===== src/rtl/lsu_pkg.sv =====
// Shared definitions for the LSU memory master: funct3 encodings,
// FSM state encoding and access-size helper functions.
package lsu_pkg;

  localparam logic [2:0] LSU_B  = 3'b000;
  localparam logic [2:0] LSU_H  = 3'b001;
  localparam logic [2:0] LSU_W  = 3'b010;
  localparam logic [2:0] LSU_D  = 3'b011;
  localparam logic [2:0] LSU_BU = 3'b100;
  localparam logic [2:0] LSU_HU = 3'b101;
  localparam logic [2:0] LSU_WU = 3'b110;

  typedef enum logic [1:0] {
    ST_IDLE   = 2'd0,
    ST_ACCESS = 2'd1,
    ST_RESP   = 2'd2
  } lsu_state_e;

  // Byte-enable pattern for an access of 1/2/4/8 bytes, right-aligned.
  function automatic logic [7:0] size_to_mask(input logic [1:0] size);
    case (size)
      2'd0:    return 8'h01;
      2'd1:    return 8'h03;
      2'd2:    return 8'h0F;
      default: return 8'hFF;
    endcase
  endfunction

  // Low address bits that must be zero for a naturally aligned access.
  function automatic logic [2:0] size_to_align(input logic [1:0] size);
    case (size)
      2'd0:    return 3'b000;
      2'd1:    return 3'b001;
      2'd2:    return 3'b011;
      default: return 3'b111;
    endcase
  endfunction

endpackage


===== src/rtl/lsu_mem_master_if.sv =====
// Bundle of the pipeline request/response handshake and the doubleword
// memory port. master = the LSU, slave = pipeline + memory model side.
interface lsu_mem_master_if;
  logic        req_valid;
  logic        req_ready;
  logic        req_we;
  logic [2:0]  req_op;
  logic [63:0] req_addr;
  logic [63:0] req_wdata;
  logic        resp_valid;
  logic        resp_ready;
  logic [63:0] resp_rdata;
  logic        resp_err;
  logic [63:0] mem_addr;
  logic        mem_ce;
  logic        mem_we;
  logic [63:0] mem_wdata;
  logic [7:0]  mem_wmask;
  logic [63:0] mem_rdata;

  modport master (
    input  req_valid, req_we, req_op, req_addr, req_wdata, resp_ready, mem_rdata,
    output req_ready, resp_valid, resp_rdata, resp_err,
           mem_addr, mem_ce, mem_we, mem_wdata, mem_wmask
  );

  modport slave (
    output req_valid, req_we, req_op, req_addr, req_wdata, resp_ready, mem_rdata,
    input  req_ready, resp_valid, resp_rdata, resp_err,
           mem_addr, mem_ce, mem_we, mem_wdata, mem_wmask
  );
endinterface


===== src/rtl/lsu_load_align.sv =====
// Load data alignment: shifts the addressed bytes of a doubleword down to
// bit 0 and sign/zero-extends according to funct3. Purely combinational.
module lsu_load_align
  import lsu_pkg::*;
(
  input  logic [2:0]  i_op,
  input  logic [2:0]  i_off,
  input  logic [63:0] i_rdata,
  output logic [63:0] o_data
);

  logic [63:0] w_raw;
  assign w_raw = i_rdata >> {i_off, 3'b000};

  // Extension by access type; op 111 falls through to the D (raw) case.
  always_comb begin
    o_data = w_raw;
    case (i_op)
      LSU_B:   o_data = {{56{w_raw[7]}},  w_raw[7:0]};
      LSU_H:   o_data = {{48{w_raw[15]}}, w_raw[15:0]};
      LSU_W:   o_data = {{32{w_raw[31]}}, w_raw[31:0]};
      LSU_BU:  o_data = {56'd0, w_raw[7:0]};
      LSU_HU:  o_data = {48'd0, w_raw[15:0]};
      LSU_WU:  o_data = {32'd0, w_raw[31:0]};
      default: o_data = w_raw;
    endcase
  end

endmodule


===== src/rtl/lsu_mem_master.sv =====
// LSU data-memory initiator: one outstanding load/store, IDLE -> ACCESS
// (WAIT_CYCLES+1 cycles of mem_ce) -> RESP (held until resp_ready).
// Optional macro LSU_MISALIGN_CHECK_EN: misaligned requests skip ACCESS
// and complete with resp_err=1; otherwise resp_err is tied 0.
module lsu_mem_master
  import lsu_pkg::*;
#(
  parameter int unsigned WAIT_CYCLES = 0,
  parameter int unsigned XLEN        = 64
) (
  input  logic              clk,
  input  logic              rst,
  lsu_mem_master_if.master  bus
);

  localparam logic [3:0] LP_WAIT = 4'(WAIT_CYCLES);

  lsu_state_e       r_state, w_next;
  logic [3:0]       r_cnt;
  logic             r_we;
  logic [2:0]       r_op;
  logic [XLEN-1:0]  r_addr;
  logic [XLEN-1:0]  r_wdata;
  logic [XLEN-1:0]  r_rdata;
  logic [XLEN-1:0]  w_load;
  logic [2:0]       w_off;
  logic             w_mis;

  assign w_off = r_addr[2:0];

`ifdef LSU_MISALIGN_CHECK_EN
  logic r_err;
  assign w_mis        = |(bus.req_addr[2:0] & size_to_align(bus.req_op[1:0]));
  assign bus.resp_err = (r_state == ST_RESP) && r_err;
`else
  assign w_mis        = 1'b0;
  assign bus.resp_err = 1'b0;
`endif

  lsu_load_align u_align (
    .i_op    (r_op),
    .i_off   (w_off),
    .i_rdata (bus.mem_rdata),
    .o_data  (w_load)
  );

  // State register; async reset drops mem_ce immediately, even mid-access.
  always_ff @(posedge clk or posedge rst) begin
    if (rst) r_state <= ST_IDLE;
    else     r_state <= w_next;
  end

  // Next-state and outputs; memory signals come only from latched fields.
  always_comb begin
    w_next         = r_state;
    bus.req_ready  = 1'b0;
    bus.resp_valid = 1'b0;
    bus.resp_rdata = '0;
    bus.mem_ce     = 1'b0;
    bus.mem_we     = 1'b0;
    bus.mem_addr   = '0;
    bus.mem_wdata  = '0;
    bus.mem_wmask  = '0;
    case (r_state)
      ST_IDLE: begin
        bus.req_ready = 1'b1;
        if (bus.req_valid) w_next = w_mis ? ST_RESP : ST_ACCESS;
      end
      ST_ACCESS: begin
        bus.mem_ce   = 1'b1;
        bus.mem_we   = r_we;
        bus.mem_addr = {r_addr[XLEN-1:3], 3'b000};
        if (r_we) begin
          bus.mem_wmask = size_to_mask(r_op[1:0]) << w_off;
          bus.mem_wdata = r_wdata << {w_off, 3'b000};
        end
        if (r_cnt == 4'd0) w_next = ST_RESP;
      end
      ST_RESP: begin
        bus.resp_valid = 1'b1;
        bus.resp_rdata = r_rdata;
        if (bus.resp_ready) w_next = ST_IDLE;
      end
      default: w_next = ST_IDLE;
    endcase
  end

  // Request latch, wait counter and registered response.
  always_ff @(posedge clk or posedge rst) begin
    if (rst) begin
      r_cnt   <= '0;
      r_we    <= 1'b0;
      r_op    <= '0;
      r_addr  <= '0;
      r_wdata <= '0;
      r_rdata <= '0;
`ifdef LSU_MISALIGN_CHECK_EN
      r_err   <= 1'b0;
`endif
    end else begin
      case (r_state)
        ST_IDLE: if (bus.req_valid) begin
          r_we    <= bus.req_we;
          r_op    <= bus.req_op;
          r_addr  <= bus.req_addr;
          r_wdata <= bus.req_wdata;
          r_cnt   <= LP_WAIT;
`ifdef LSU_MISALIGN_CHECK_EN
          r_rdata <= '0;
          r_err   <= w_mis;
`endif
        end
        ST_ACCESS: begin
          if (r_cnt == 4'd0) r_rdata <= r_we ? '0 : w_load;
          else               r_cnt   <= r_cnt - 4'd1;
        end
        default: ;
      endcase
    end
  end

endmodule


===== src/flat_wrapper.sv =====
// flat-port wrapper written by rule: the top's interface ports become plain ports
module lsu_mem_master_flat import lsu_pkg::*;
#(
  parameter int unsigned WAIT_CYCLES = 0,
  parameter int unsigned XLEN        = 64
)
  (clk, rst, bus_req_valid, bus_req_we, bus_req_op, bus_req_addr, bus_req_wdata, bus_resp_ready, bus_mem_rdata, bus_req_ready, bus_resp_valid, bus_resp_rdata, bus_resp_err, bus_mem_addr, bus_mem_ce, bus_mem_we, bus_mem_wdata, bus_mem_wmask);
  lsu_mem_master_if bus_i ();
  input  logic clk;
  input  logic rst;
  input wire logic [$bits(bus_i.req_valid)-1:0] bus_req_valid;
  input wire logic [$bits(bus_i.req_we)-1:0] bus_req_we;
  input wire logic [$bits(bus_i.req_op)-1:0] bus_req_op;
  input wire logic [$bits(bus_i.req_addr)-1:0] bus_req_addr;
  input wire logic [$bits(bus_i.req_wdata)-1:0] bus_req_wdata;
  input wire logic [$bits(bus_i.resp_ready)-1:0] bus_resp_ready;
  input wire logic [$bits(bus_i.mem_rdata)-1:0] bus_mem_rdata;
  output wire logic [$bits(bus_i.req_ready)-1:0] bus_req_ready;
  output wire logic [$bits(bus_i.resp_valid)-1:0] bus_resp_valid;
  output wire logic [$bits(bus_i.resp_rdata)-1:0] bus_resp_rdata;
  output wire logic [$bits(bus_i.resp_err)-1:0] bus_resp_err;
  output wire logic [$bits(bus_i.mem_addr)-1:0] bus_mem_addr;
  output wire logic [$bits(bus_i.mem_ce)-1:0] bus_mem_ce;
  output wire logic [$bits(bus_i.mem_we)-1:0] bus_mem_we;
  output wire logic [$bits(bus_i.mem_wdata)-1:0] bus_mem_wdata;
  output wire logic [$bits(bus_i.mem_wmask)-1:0] bus_mem_wmask;
  assign bus_i.req_valid = bus_req_valid;
  assign bus_i.req_we = bus_req_we;
  assign bus_i.req_op = bus_req_op;
  assign bus_i.req_addr = bus_req_addr;
  assign bus_i.req_wdata = bus_req_wdata;
  assign bus_i.resp_ready = bus_resp_ready;
  assign bus_i.mem_rdata = bus_mem_rdata;
  assign bus_req_ready = bus_i.req_ready;
  assign bus_resp_valid = bus_i.resp_valid;
  assign bus_resp_rdata = bus_i.resp_rdata;
  assign bus_resp_err = bus_i.resp_err;
  assign bus_mem_addr = bus_i.mem_addr;
  assign bus_mem_ce = bus_i.mem_ce;
  assign bus_mem_we = bus_i.mem_we;
  assign bus_mem_wdata = bus_i.mem_wdata;
  assign bus_mem_wmask = bus_i.mem_wmask;
  lsu_mem_master #(.WAIT_CYCLES(WAIT_CYCLES), .XLEN(XLEN)) u_core (.clk(clk), .rst(rst), .bus(bus_i));
endmodule

===== config.mk =====
export PLATFORM = sky130hd
export DESIGN_NAME = lsu_mem_master_flat
export DESIGN_NICKNAME = d
export VERILOG_FILES = /design/src/rtl/lsu_pkg.sv /design/src/rtl/lsu_mem_master_if.sv /design/src/rtl/lsu_load_align.sv /design/src/rtl/lsu_mem_master.sv /design/src/flat_wrapper.sv
export SDC_FILE = /design/constraint.sdc
export NUM_CORES = 1
export LEC_CHECK = 0
export CORE_MARGIN = 5
export CORE_UTILIZATION = 47
export CTS_CLUSTER_DIAMETER = 30
export CTS_CLUSTER_SIZE = 24
export DETAILED_ROUTE_END_ITERATION = 10
export PLACE_DENSITY = 0.94
export REMOVE_ABC_BUFFERS = 1
export SETUP_SLACK_MARGIN = 0.15
export SLEW_MARGIN = 5
export SYNTH_ARGS = -nofsm -noshare
export SYNTH_HDL_FRONTEND = slang
export SYNTH_SLANG_ARGS = --single-unit
export TNS_END_PERCENT = 5

===== constraint.sdc =====
create_clock -name clk -period 8.8 [get_ports clk]
set_clock_uncertainty 0.15 [all_clocks]
set_input_delay 1.32 -clock clk [delete_from_list [all_inputs] [get_ports clk]]
set_output_delay 1.32 -clock clk [all_outputs]
set_load 0.01 [all_outputs]

# --- After elaboration in Yosys (flattened, before gate mapping) ---
# Cells that the tools add are included.
word_totals:
  wordCells: 55
  out_inout_bits: 205
  input_bits: 200
  register_bits: 202
classes:
  n_shift: 3
  n_addsub: 1
  reduce_logical: 9
  n_eq_ne: 13
  muxes: 22
op_table:
  columns: ["op", "count"]
  rows:
  - ["64-bit one-hot mux with 6 select lines", 1]
  - ["64-bit two-way mux", 5]
  - ["64-bit by 6-bit << shifter with 64-bit output", 1]
  - ["64-bit by 6-bit >> shifter with 64-bit output", 1]
  - ["8-bit two-way mux", 4]
  - ["8-bit one-hot mux with 3 select lines", 1]
  - ["3-bit == test (second input constant)", 3]
  - ["4-bit two-way mux", 2]
  - ["4-bit one-hot mux with 2 select lines", 1]
  - ["8-bit by 3-bit << shifter with 8-bit output", 1]
  - ["2-bit two-way mux", 3]
  - ["2-bit != test (second input constant)", 3]
  - ["2-bit one-hot mux with 3 select lines", 1]
  - ["3-bit AND reduction", 2]
  - ["2-bit by 1-bit == test with 1-bit output (second input constant)", 2]
  - ["2-bit == test (second input constant)", 2]
  - ["2-bit logical NOT", 2]
  - ["4-bit logical NOT", 1]
  - ["1-bit two-way mux", 4]
  - ["2-bit AND reduction", 2]
  - ["4-bit by 1-bit subtractor with 4-bit output (second input constant)", 1]
  - ["3-bit by 1-bit == test with 1-bit output (second input constant)", 1]
  - ["3-bit by 2-bit == test with 1-bit output (second input constant)", 1]
  - ["3-bit logical NOT", 1]
  - ["2 further kinds", 2]

# --- Depth between registers and ports, before layout ---
# Gate-level depths: netlist (run 1).
logic_depth:
  ltp_word: 7
  depth_mapped: 9

# --- Hierarchy ---
# A second synthesis (run 1) with hierarchy kept.
unflattened:
  cells_unflattened: 1282
  area_unflattened_um2: 13233.9
by_module_without_submodules:
  columns: ["module", "n_inst", "cells_per_inst", "area_each_um2"]
  rows:
  - ["lsu_mem_master", 1, 989, 10895.4]
  - ["lsu_load_align", 1, 293, 2338.5]

# --- Least setup slack after synthesis (run 1) ---
# No wires, ideal clock.
synth_path:
  path_kind: "register -> output"
  startpoint: "reg u_core.r_addr[0]"
  endpoint: "out bus_mem_wmask[5]"
  slack_ps: 5314
  path_buffers: 5
  path_stages_with_launch: 8
  t_arrival_ps: 2016
  cell_sequence: "dfrtp_1 -> buf_4 -> buf_2 -> buf_2 -> buf_2 -> buf_2 -> nor3_1 -> a2111oi_0"
synth_via:
  elab_chain_len: 3
synth_rtl:
  columns: ["item", "line", "text"]
  rows:
  - ["start, declared", "lsu_mem_master.sv:22", "logic [XLEN-1:0] r_addr;"]
  - ["start signal, assigned", "lsu_mem_master.sv:105", "r_addr <= bus.req_addr;"]
  - ["8-bit by 3-bit << shifter with 8-bit output", "lsu_mem_master.sv:74", "bus.mem_wmask = size_to_mask(r_op[1:0]) << w_off;"]
  - ["8-bit two-way mux", "lsu_mem_master.sv:73", "if (r_we) begin"]
  - ["8-bit two-way mux", "lsu_mem_master.sv:64", "case (r_state)"]
  - ["end, declared", "flat_wrapper.sv:26", "output wire logic [$bits(bus_i.mem_wmask)-1:0] bus_mem_wmask;"]
# No other way between the ends.

# --- Worst setup path in the final report (run 1) ---
layout_path:
  startpoint: "reg u_core.r_addr[0]"
  endpoint: "out bus_mem_wdata[34]"
layout_via:
  elab_chain_len: 3
layout_rtl:
  columns: ["item", "line", "text"]
  rows:
  - ["64-bit by 6-bit << shifter with 64-bit output", "lsu_mem_master.sv:75", "bus.mem_wdata = r_wdata << {w_off, 3'b000};"]
  - ["64-bit two-way mux", "lsu_mem_master.sv:73", null]
  - ["64-bit two-way mux", "lsu_mem_master.sv:64", null]
  - ["end, declared", "flat_wrapper.sv:25", "output wire logic [$bits(bus_i.mem_wdata)-1:0] bus_mem_wdata;"]
# No other way between the ends.

==> results.toml, run 1 <==
[synth]
synth-simple-area-share_pct = 15.6
synth_area_leader_cell = "dfrtp_1"
synth.area.mux_share_pct = 24.0
ys.warnings.count = 0
ys_seq_area_share_pct = 42.0
synthFlopType = "dfrtp_1"
synth.distinct_cells = 46
yosysMostFrequentCell = "dfrtp_1"
synth-edff-count = 0
synth_top_cells_by_count = "dfrtp_1 (202), mux2_2 (158), and2_1 (152)"
synth_top_family_by_area = "multiplexers"
netlist_area_um2 = 12000
synth-seq-cells = 202
synth-compound-area-share_pct = 14.1
avgSynthCellArea_um2 = 10.1
synth.top_cell.area_share_pct = 42.0
synthXorXnorAreaFrac_pct = 0
async_flop_share_pct = 100
synth_area_leaders = "dfrtp_1 (42%), mux2_2 (15%), and2_1 (7.9%), mux2i_1 (6.4%), o21ai_0 (3.1%)"
synthAdderAreaFrac_pct = 0.104
synth_cells = 1192

[pwr]
total_power_mw = 7.35
peakVddDrop_mv = 0.284
power_density_nw_per_um2 = 407
power.leakage_nw = 7.40

[critical_path]
cp-start-kind = "register"
cpPeakStageDelay_ns = 1.10
crit_family = "buffers and inverters"
worstPathArrival_ns = 4.00
required_ns = 7.33
cp_cell_sequence = "buf_4 -> mux2i_1 -> a21oi_1 -> a22o_1 -> clkdlybuf4s50_1"
slowest_stage = "dfrtp_4"
crit_path_max_fanout = 77
critPathCaptureType = "output port"
crit_type = "reg2out"
critPathBufInv = 2

[place]
numPortBuffers = 400
numPlacedInstances = 1826
place_hpwl_mm = 28.9
place.gp.congestion = 0.891
place_ws_ns = 3.87

[global_routing]
grt_pass1_vias = 12000
track_usage_pct = 30.1
gr-total-overflow = 0
antenna_found_initial = 3
grt_max_degree = 135
grt_first_pass_wirelength_mm = 69.2

[sta]
drv_slew = 0
rsz0062_at_grt = "no"
setup_ws_ns = 3.33
finalSetupViolations = 0
tightest_slew_ns = 1.14
fmax_ghz = 0.183
tns_ns = 0
min_period_ns = 5.47
period_share_pct = 62.1
slew_headroom_pct = 23.9
holdWs_ns = 0.317
hold_violations = 0

[floorplan]
die_w_um = 170
start_util_pct = 47.8
dieArea_um2 = 28900
dieHeight_um = 170
ios = 405
coreArea_um2 = 25200
placementRows = 58

[clock_network]
cts_hold_buf = 0
htreeDepth = 2
cts_tree = "done"
postCtsSetupRepairBufs = 0
clkSlewWorstSetupHoldPaths_ns = 0.05
cts-buffers-inserted = 51
root_buffer = "clkbuf_16"
clockBufferDepth = 3
clk_latency_ns = 0.54
cts_resized = 0
cts_sinks = 202

[cells_and_area]
final_cells = 1924
area_delta_synth_final_pct = 50.2
multi_input_area_um2 = 6510
final_nets = 1750
area.sequential_um2 = 5070
final_layout_size_suffix_gt1_share_pct = 18.8
n_fill_cell = 1614

[route]
drc = 0
wirelength_mm = 45.4
antenna_left = 0
drtIter0Drc = 1276
vias_per_cell = 5.98
drt_first_pass_iters = 5
wl_per_cell_um = 23.6
vias = 11500

[hold_path]
min_path_type = "reg2reg"

[status]
status = "complete, no violations"

[job]
drv_cap = 0
report_power, final:
part	internal [mW]	leakage, nW	switching [mW]	total, mW
registers	1.39	2.48	0.489	1.88
logic	1.63	3.98	1.72	3.34
clock network	1.53	0.945	0.599	2.13
total	4.55	7.40	2.80	7.35
logic make-up after synthesis:
logic type,after synthesis
flops,202
compound gates,259
buf+inv,118
mux,250
other cells,1
simple gates,361
fa+ha+maj,1
worst register-to-register path: stages, from the launching register on:
cell and delay [ns]:
dfrtp_4 1.10, buf_4 0.91, mux2i_1 0.58, o221ai_1 0.29, nand4_1 0.23, and4_1 0.58
buf_4 0.37, o21ai_0 0.17
registers in the layout, summed over array words and instances, names as in the netlist:
signal,cells
u_core.r_we,1
u_core.r_cnt,4
u_core.r_state,2
u_core.r_op,3
u_core.r_wdata,64
u_core.r_rdata,64
u_core.r_addr,64
final timing paths:
check                                   start                 end  slack (ns)  cells past startpoint
setup / recovery             u_core.r_addr[0]   bus_mem_wdata[34]        3.33                      5
hold / removal             u_core.r_rdata[50]  u_core.r_rdata[50]        0.32                      2
setup reg to reg             u_core.r_addr[0]  u_core.r_rdata[52]        4.27                      7
hold reg to reg            u_core.r_rdata[50]  u_core.r_rdata[50]        0.32                      2
max in group asynchronous                 rst   u_core.r_addr[50]        5.69                      3
min in group asynchronous                 rst   u_core.r_rdata[5]        1.23                      2
cell type report:
class                   instances  share of cell area [%]
diodes                          3                  0.0415
clock buffers                  65                    7.80
clock inverters                30                    2.96
inverters                       6                   0.166
multi-input cells             875                    36.0
flip-flops and latches        202                    28.0
well taps                     330                    2.28
repair buffers                413                    22.7
cell usage in the layout, fill, tap and decap left out, types with 3 or more instances in the layout:
cell type / instances
clkdlybuf4s50_1: 400
dfrtp_1: 199
mux2_2: 158
and2_1: 151
nand2_1: 78
mux2i_1: 77
o21ai_0: 75
nor2_1: 74
a21oi_1: 59
clkbuf_16: 51
a211oi_1: 42
nor2b_1: 25
o22ai_1: 24
a221o_1: 21
mux4_2: 15
bufinv_16: 14
buf_4: 13
a22o_1: 9
nand2b_1: 8
clkbuf_8: 8
o2bb2ai_1: 7
or2_2: 6
o31ai_2: 6
clkinv_2: 6
clkbuf_1: 6
inv_1: 5
conb_1: 4
clkinv_4: 4
diode_2: 3
or3_1: 3
o221ai_1: 3
nor3_1: 3
inv_6: 3
clkinvlp_4: 3
dfrtp_4: 3
metrics by stage:
| step | util [%] | instance area [um^2] |
|---|---|---|
| final | 71.8 | 18100 |
| after global routing | 71.8 | 18100 |
| after CTS | 71.7 | 18100 |
| after detailed placement | 64.0 | 16100 |
| after global placement | 64.0 | 16100 |
| after floorplan | - | 11600 |
per-layer routing:
layer | global-route usage (%) | up-vias | wire length, um
met5 | 0 | - | 0
met4 | 11.3 | 0 | 1730
met3 | 8.41 | 122 | 4840
met2 | 51.6 | 801 | 22300
met1 | 36.3 | 5600 | 16500
li1 | - | 4973 | -
Power figures use the tool's default switching activity.
==> run 2, diff against run 1 <==
- CORE_UTILIZATION: 47 -> 42
- PLACE_DENSITY: 0.94 -> 0.9
- clock period: 8.8 -> 4.4 ns (I/O delays scaled with it)
==> run 2 against run 1 <==
Net effect:
- non-clock buffer count up 14
- critical path depth increased by 2
- worst setup slack lost 3.0 ns
- sequential power is 93% higher
- utilization fell by 8.1 points
- power increased by 94%
- final cell count increased by 3.4%
==> results.toml, run 2 (synthesis gave the netlist of run 1 again) <==
[cells_and_area]
area_delta_synth_final_pct = 50.6
final_cell_mix = "clkdlybuf4s50_1 (400), dfrtp_1 (199), mux2_2 (158), and2_1 (151), nand2_1 (78)"
final_common_cell = "clkdlybuf4s50_1"
top_regs = "u_core.r_addr x64, u_core.r_rdata x64, u_core.r_wdata x64"
final_area_um2 = 18100
n_fill_cell = 2096
final_layout_size_suffix_gt1_share_pct = 19.4
final_nets = 1763
postLayoutCoreUtil_pct = 63.7
final_cells = 1989

[clock_network]
clockBufferDepth = 3
postCtsSetupRepairBufs = 0
clkSlewWorstSetupHoldPaths_ns = 0.04
htreeDepth = 2
clk_latency_ns = 0.53
root_buffer = "clkbuf_16"
cts_hold_buf = 0
cts_resized = 0
cts_sinks = 202
cts-buffers-inserted = 50
cts_tree = "done"

[floorplan]
ios = 405
dieArea_um2 = 32100
coreArea_um2 = 28500
die_w_um = 179
start_util_pct = 42.3
placementRows = 62
dieHeight_um = 179

[place]
numPortBuffers = 400
numPlacedInstances = 1894
place_area_um2 = 16300
place_hpwl_mm = 30.1
place_ws_ns = 0.912
place.gp.congestion = 0.890

[critical_path]
cp-start-kind = "register"
cp-startpoint = "u_core.r_addr[0]"
critPathCaptureType = "output port"
crit_path_max_fanout = 38
slowest_stage = "dfrtp_4"
crit_type = "reg2out"
cp_cell_sequence = "buf_4 -> mux2_2 -> nor2_1 -> a21oi_1 -> a21oi_1 -> nor2_1 -> clkdlybuf4s50_1"
worstPathArrival_ns = 3.28
rr_startpoint = "u_core.r_addr[1]"
cpPeakStageDelay_ns = 0.79
required_ns = 3.59

[sta]
period_share_pct = 92.9
min_period_ns = 4.09
fmax_ghz = 0.245
setup_ws_ns = 0.313
tightest_slew_ns = 1.30
tns_ns = 0
hold_violations = 0
rsz0062_at_grt = "no"
slew_headroom_pct = 13.5
finalSetupViolations = 0
holdWs_ns = 0.313
drv_slew = 0

[route]
drt_first_pass_iters = 6
antenna_left = 0
drc = 0
vias = 11400
vias_per_cell = 5.73
wl_per_cell_um = 22.1
drtIter0Drc = 1327
wirelength_mm = 44.0

[pwr]
peakVddDrop_mv = 0.451
total_power_mw = 14.3
power_density_nw_per_um2 = 788
power.leakage_nw = 7.41

[status]
status = "complete, no violations"

[job]
drv_cap = 0

[global_routing]
gr-total-overflow = 0
antenna_found_initial = 2
grt_max_degree = 99
grt_pass1_vias = 12200
track_usage_pct = 26.5
grt_first_pass_wirelength_mm = 67.3

[hold_path]
min_from = "u_core.r_rdata[7]"
min_path_type = "reg2reg"
==> run 2: changes by cell type in the layout (fill, tap and decap cells not counted), sizes merged <==
cell      before  now
buf           13   27
inv            9    7
clkinv        10   11
bufinv        14    9
clkinvlp       3    6
==> run 2: worst max-delay path, delay by kind of cell, from the launching register on <==
kind / cells / cell delay [ns]
buffers and inverters: 2 / 1.03
DFF: 1 / 0.79
and+or+nand+nor: 2 / 0.17
AOI/OAI and AO/OA: 2 / 0.50
muxes: 1 / 0.24
==> run 2: path summary, 6_finish.rpt <==
kind | cells after the start | slack, ns | endpoint
min in group asynchronous | 2 | 0.51 | u_core.r_addr[18]
min reg2reg | 2 | 0.31 | u_core.r_rdata[7]
max | 7 | 0.31 | bus_mem_wdata[57]
min | 2 | 0.31 | u_core.r_rdata[7]
max reg2reg | 6 | 0.82 | u_core.r_rdata[52]
max in group asynchronous | 3 | 2.66 | u_core.r_wdata[12]
==> run 2: area by class of cell <==
class | instances | area [um^2] | share of cell area, %
clock buffers | 65 | 1410 | 7.77
well taps | 384 | 480 | 2.65
diodes | 3 | 7.51 | 0.0414
inverters | 6 | 30.0 | 0.166
repair buffers | 427 | 4240 | 23.4
flip-flops and latches | 202 | 5070 | 27.9
clock inverters | 27 | 383 | 2.11
multi-input cells | 875 | 6510 | 35.9
==> run 2: metal layers <==
layer / vias to the layer above / track usage, % / part of all wire, %
li1: 5005 / - / -
met1: 5485 / 30.6 / 35
met5: - / 0 / 0
met3: 155 / 8.25 / 11
met2: 744 / 44.9 / 49
met4: 0 / 12.2 / 4.5
==> run 2: power breakdown <==
part | switching, mW | leakage (nW) | internal (mW) | total, mW
logic | 3.48 | 4.06 | 3.28 | 6.76
registers | 0.842 | 2.48 | 2.78 | 3.63
clock network | 1.14 | 0.869 | 2.76 | 3.90
